### config.mk
export PLATFORM = sky130hd
export DESIGN_NAME = uart_cmd_decoder
export DESIGN_NICKNAME = d
export VERILOG_FILES = /design/src/rtl/uart_cmd_decoder.sv
export SDC_FILE = /design/constraint.sdc
export NUM_CORES = 1
export LEC_CHECK = 0
export CAP_MARGIN = 10
export CORE_MARGIN = 4
export CORE_UTILIZATION = 61
export DETAILED_ROUTE_END_ITERATION = 10
export GPL_TIMING_DRIVEN = 0
export HOLD_SLACK_MARGIN = 0.02
export PLACE_DENSITY = 0.95
export SYNTH_ARGS = -nofsm -noshare
export SYNTH_HDL_FRONTEND = slang
export SYNTH_SLANG_ARGS = --single-unit
### constraint.sdc
create_clock -name clk -period 4.39 [get_ports clk]
set_clock_uncertainty 0.15 [all_clocks]
set_input_delay 0.439 -clock clk [delete_from_list [all_inputs] [get_ports clk]]
set_output_delay 0.439 -clock clk [all_outputs]
set_load 0.1 [all_outputs]
### src/rtl/uart_cmd_decoder.sv
`timescale 1ns/1ps
// uart_cmd_decoder
// Frames the UART byte stream as SYNC, ADDR, D[0..N-1], CSUM packets. A frame
// whose XOR checksum matches becomes a single-cycle register write. A bad
// checksum, or too long a gap between bytes inside a frame, drops the frame
// and raises a one-cycle error pulse. The decoder then waits for the next sync
// byte. Sync bytes seen inside a frame are treated as ordinary data.
module uart_cmd_decoder #(
    parameter int          DATA_BYTES   = 2,
    parameter logic [7:0]  SYNC_BYTE    = 8'hA5,
    parameter int          TIMEOUT_CLKS = 100000
) (
    input  logic                    clk,
    input  logic                    n_reset,
    input  logic                    rx_valid,
    input  logic [7:0]              rx_data,
    output logic                    wr_en,
    output logic [7:0]              wr_addr,
    output logic [8*DATA_BYTES-1:0] wr_data,
    output logic                    frame_err,
    output logic                    timeout_err,
    output logic                    busy
);

    localparam int DW    = 8 * DATA_BYTES;
    localparam int CTR_W = (TIMEOUT_CLKS > 1) ? $clog2(TIMEOUT_CLKS) : 1;
    localparam int BCW   = (DATA_BYTES > 1) ? $clog2(DATA_BYTES) : 1;

    localparam logic [CTR_W-1:0] IDLE_LIMIT = CTR_W'(TIMEOUT_CLKS - 1);
    localparam logic [BCW-1:0]   LAST_BYTE  = BCW'(DATA_BYTES - 1);

    typedef enum logic [1:0] {
        ST_IDLE = 2'd0,
        ST_ADDR = 2'd1,
        ST_DATA = 2'd2,
        ST_CSUM = 2'd3
    } state_e;

    state_e             state_q, state_d;
    logic [CTR_W-1:0]   idle_ctr_q;
    logic [BCW-1:0]     byte_ctr_q;
    logic [7:0]         csum_acc_q;
    logic [7:0]         shadow_addr_q;
    logic [DW-1:0]      shadow_data_q;

    logic               wr_en_q, frame_err_q, timeout_err_q;
    logic [7:0]         wr_addr_q;
    logic [DW-1:0]      wr_data_q;

    logic               timeout_hit;
    logic               wr_en_d, frame_err_d, timeout_err_d;

    // A received byte always beats the timeout threshold on the same edge.
    assign timeout_hit = (state_q != ST_IDLE) && !rx_valid && (idle_ctr_q == IDLE_LIMIT);

    // State register.
    always_ff @(posedge clk or negedge n_reset) begin
        if (!n_reset) begin
            state_q <= ST_IDLE;
        end else begin
            state_q <= state_d;
        end
    end

    // Next state: advance one field per received byte, fall back to IDLE on a timeout.
    always_comb begin
        state_d = state_q;
        unique case (state_q)
            ST_IDLE: if (rx_valid && (rx_data == SYNC_BYTE)) state_d = ST_ADDR;
            ST_ADDR: if (rx_valid) state_d = ST_DATA;
            ST_DATA: if (rx_valid && (byte_ctr_q == LAST_BYTE)) state_d = ST_CSUM;
            ST_CSUM: if (rx_valid) state_d = ST_IDLE;
            default: state_d = ST_IDLE;
        endcase
        if (timeout_hit) begin
            state_d = ST_IDLE;
        end
    end

    // Output decode: event pulses to register next edge, and busy straight from state.
    always_comb begin
        wr_en_d       = (state_q == ST_CSUM) && rx_valid && (rx_data == csum_acc_q);
        frame_err_d   = (state_q == ST_CSUM) && rx_valid && (rx_data != csum_acc_q);
        timeout_err_d = timeout_hit;
        busy          = (state_q != ST_IDLE);
    end

    // Frame datapath: gap counter, byte counter, running checksum and shadow registers.
    always_ff @(posedge clk or negedge n_reset) begin
        if (!n_reset) begin
            idle_ctr_q    <= '0;
            byte_ctr_q    <= '0;
            csum_acc_q    <= '0;
            shadow_addr_q <= '0;
            shadow_data_q <= '0;
        end else begin
            if (rx_valid || (state_q == ST_IDLE)) begin
                idle_ctr_q <= '0;
            end else begin
                idle_ctr_q <= idle_ctr_q + CTR_W'(1);
            end

            if (timeout_hit) begin
                byte_ctr_q    <= '0;
                csum_acc_q    <= '0;
                shadow_addr_q <= '0;
                shadow_data_q <= '0;
            end else if (rx_valid) begin
                unique case (state_q)
                    ST_ADDR: begin
                        shadow_addr_q <= rx_data;
                        csum_acc_q    <= rx_data;
                        byte_ctr_q    <= '0;
                    end
                    ST_DATA: begin
                        shadow_data_q <= DW'({shadow_data_q, rx_data});
                        csum_acc_q    <= csum_acc_q ^ rx_data;
                        if (byte_ctr_q == LAST_BYTE) begin
                            byte_ctr_q <= '0;
                        end else begin
                            byte_ctr_q <= byte_ctr_q + BCW'(1);
                        end
                    end
                    default: begin
                    end
                endcase
            end
        end
    end

    // Registered write port and error pulses; address and data hold between writes.
    always_ff @(posedge clk or negedge n_reset) begin
        if (!n_reset) begin
            wr_en_q       <= 1'b0;
            frame_err_q   <= 1'b0;
            timeout_err_q <= 1'b0;
            wr_addr_q     <= '0;
            wr_data_q     <= '0;
        end else begin
            wr_en_q       <= wr_en_d;
            frame_err_q   <= frame_err_d;
            timeout_err_q <= timeout_err_d;
            if (wr_en_d) begin
                wr_addr_q <= shadow_addr_q;
                wr_data_q <= shadow_data_q;
            end
        end
    end

    assign wr_en       = wr_en_q;
    assign frame_err   = frame_err_q;
    assign timeout_err = timeout_err_q;
    assign wr_addr     = wr_addr_q;
    assign wr_data     = wr_data_q;

endmodule

==> flow_metrics.tcl <==
set metrics [dict create \
    status "finished, final reports clean" \
    rsz0062_at_grt "false" \
    initial_core_util_pct 62.82 \
    ctsHtreeMaxLevel 3 \
    power_leakage_nw 1.946 \
    fin_crit_sh_pct 68.83 \
    clock_latency_ps 360 \
    grt_overflow 0 \
    critical_path_class "register to primary output" \
    reg2reg_depth 8 \
    tightest_slew_ps 981.5 \
    place_congestion 0.8648 \
    first_global_vias 2953 \
    synth_top_flop_cell "dfrtp_1" \
    topRoutingLayerUsed "met4" \
    nets 410 \
    p_clk_share_pct 26.4 \
    async_flop_share_pct 100.0 \
    required_ps 3800 \
    worstPathArrival_ps 2430 \
    fin_ws_ps 1368 \
    internal_power_mw 1.499 \
    synthesis.area_sq_um 3697 \
    num_io_pins 39 \
    cts_hold_buf 1 \
    synthCells 351 \
    p_sw_mw 0.8357 \
    ctsResizeCount 0 \
    layout-drive-gt1-share_pct 11.03 \
    wire_per_inst_um 18.01 \
    hold_class "input pin to register" \
    ys_seq_area_share_pct 53.47 \
    cts_buffers 9 \
    path_max_fanout 5 \
    dieArea_sq_um 7371 \
    p_sw_share_pct 35.80 \
    grt_pass1_wl_um 14500 \
    ys_warn_count 0 \
    die_h_um 85.86 \
    drcViolationCount 0 \
    drtIter0Drc 259 \
    timing.rr.end "csum_acc_q[6]" \
    cts.sinks 79 \
    setup_tns_ps 0 \
    period_needed_ps 3022 \
    drt_wl_total_um 8539 \
    clk_pin_slew_ps 80 \
    end_kind "primary output" \
    stdcell_area_sq_um 4349 \
    max_cap_viol_count 0 \
    coreArea_sq_um 5886 \
    cts_buffer_depth 2 \
    synth_fp_nets 367 \
    final_util_pct 73.89 \
    fp-row-count 28 \
    die_x_um 85.86 \
    placedInstanceArea_sq_um 4109 \
    clock-root-buffer "clkbuf_8" \
    p_comb_share_pct 29.9 \
    syn_avg_cell_area_sq_um 10.53 \
    cellPowerDensity_nw_per_um2 536.8 \
    grt_max_degree 44 \
    finalPower_mw 2.334 \
    synth-edff-count 0 \
    hold_violations 0 \
    n_antenna_cell 0 \
    fmax_mhz 331.0 \
    tritoncts "built" \
    dp_worst_setup_slack_ps 1682 \
    drt_first_pass_iters 5 \
    ys_ff_latch 79 \
    r2r_slack_ps 2130 \
    synth.distinct_cells 39 \
    peakVddDrop_mv 0.4027 \
    cp-endpoint "busy" \
    syn2layout_area_growth_pct 17.63 \
    grtUsageTotal_pct 25.37 \
    setup_viol 0 \
    antenna_found_initial 0 \
    wl_met3_um 456 \
    worst_r2r_startpoint "state_q[1]" \
    ant_nets 0 \
    wl_met2_um 4346 \
    startpoint "state_q[0]" \
    setup.worst_path.start_class "register" \
    vias 2878 \
    final_max_slew_viol_count 0 \
    post-cts-setup-buffers 0 \
    wl_met1_um 3492 \
    power_frac_seq_pct 43.7 \
    post-dp-hpwl_um 5600 \
    portBuffers 30 \
    vias_per_cell 6.072 \
    relSlewSlack_pct 34.36 \
]
## flip-flops by register name (all words and copies together) (netlist names)
signal         cells
state_q            2
wr_addr            8
frame_err          1
idle_ctr_q        17
csum_acc_q         8
timeout_err        1
wr_data           16
byte_ctr_q         1
shadow_addr_q      8
wr_en              1
shadow_data_q     16
## layout make-up
| cell class | count | area [sq um] |
|---|---|---|
| clock buffers | 10 | 137.6 |
| fillers | 360 | 1536 |
| clock inverters | 6 | 92.59 |
| repair buffers | 32 | 327.8 |
| well taps | 75 | 93.84 |
| multi-input cells | 240 | 1534 |
| flip-flops and latches | 79 | 1977 |
| plain buffers | 28 | 171.4 |
| inverters | 4 | 15.01 |
## routing by layer
metal	vias to the layer above	global-route usage, %
met5	-	0
met4	0	12.95
met3	25	3.746
met2	123	42.51
met1	1419	32.13
li1	1311	-
## synth_stat cells, types with 2 or more instances
| master | n | area share, % |
|---|---|---|
| and3_1 | 2 | 0.34 |
| xnor2_1 | 11 | 2.6 |
| a21oi_1 | 30 | 4.1 |
| o21ai_2 | 4 | 0.95 |
| or3_1 | 6 | 1.0 |
| o21ai_0 | 17 | 2.3 |
| or2_2 | 2 | 0.34 |
| and4_1 | 2 | 0.47 |
| clkbuf_1 | 19 | 1.9 |
| nor2_1 | 22 | 2.2 |
| and2_1 | 2 | 0.34 |
| mux2_2 | 4 | 1.2 |
| mux2_1 | 20 | 6.1 |
| a31oi_1 | 9 | 1.5 |
| nor4b_1 | 2 | 0.47 |
| clkbuf_8 | 2 | 0.74 |
| inv_1 | 4 | 0.41 |
| buf_6 | 6 | 1.8 |
| nand3_1 | 16 | 2.2 |
| xor2_1 | 7 | 1.7 |
| nand4_1 | 9 | 1.5 |
| nand2_1 | 48 | 4.9 |
| nand2b_1 | 2 | 0.34 |
| o22a_1 | 8 | 1.9 |
| dfrtp_1 | 79 | 53 |
| ha_1 | 5 | 1.7 |
## cell usage in the layout, fill, tap and decap left out, types with 4 or more instances in the layout
| cell | n |
|---|---|
| nand3_1 | 16 |
| mux2_2 | 4 |
| ha_1 | 5 |
| a21oi_1 | 30 |
| a31oi_1 | 9 |
| nand2_1 | 48 |
| o21ai_2 | 4 |
| clkdlybuf4s50_1 | 29 |
| buf_6 | 6 |
| or3_1 | 6 |
| clkbuf_1 | 19 |
| nand4_1 | 9 |
| dfrtp_1 | 79 |
| xnor2_1 | 11 |
| o21ai_0 | 17 |
| mux2_1 | 20 |
| o22a_1 | 8 |
| xor2_1 | 7 |
| inv_1 | 4 |
| nor2_1 | 22 |
| clkbuf_8 | 12 |
## cell families (layout without fill, tap and decap cells)
group	after synthesis	count (layout)	synth area share, %
adder cells (fa/ha/maj)	5	5	1.692
XOR/XNOR	18	18	4.264
buffers and inverters	32	80	5.042
AO/OA/AOI/OAI	73	73	11.98
multiplexers	24	24	7.310
AND/OR/NAND/NOR	120	120	16.24
flip-flops	79	79	53.47
## power by group through the flow
stage	Sequential [mW]	Combinational, mW	Clock [mW]
final	1.02	0.698	0.616
after global routing	1.04	0.771	0.645
after detailed placement	1.03	0.670	0
after floorplan	1.03	0.489	0
after global placement	1.01	0.632	0
after CTS	1.02	0.693	0.618
## critical path, cell delays in order, from the launching register on
cell,delay [ps]
dfrtp_1,430
inv_1,90
ha_1,260
inv_1,130
clkdlybuf4s50_1,1160
## worst min-delay path by stage
| stage | startpoint | end | slack [ps] | depth (start not counted) |
|---|---|---|---|---|
| global route | rx_data[6] | shadow_data_q[6] | 320 | 3 |
| floorplan | n_reset | byte_ctr_q | -7 | 0 |
| global placement | idle_ctr_q[0] | idle_ctr_q[0] | 310 | 1 |
| CTS | rx_data[7] | shadow_data_q[7] | 290 | 3 |
| finish | rx_data[7] | shadow_data_q[7] | 300 | 3 |
| detailed placement | n_reset | wr_addr[6] | 290 | 1 |
## through the flow
step	std cells	hold WS, ps
3_3_place_gp	456	313.3
2_1_floorplan	351	-6.591
5_1_grt	474	323.3
3_5_place_dp	457	288.3
6_report	474	303.6
4_1_cts	474	294.6
No activity file was read; power rests on OpenSTA's default activity.
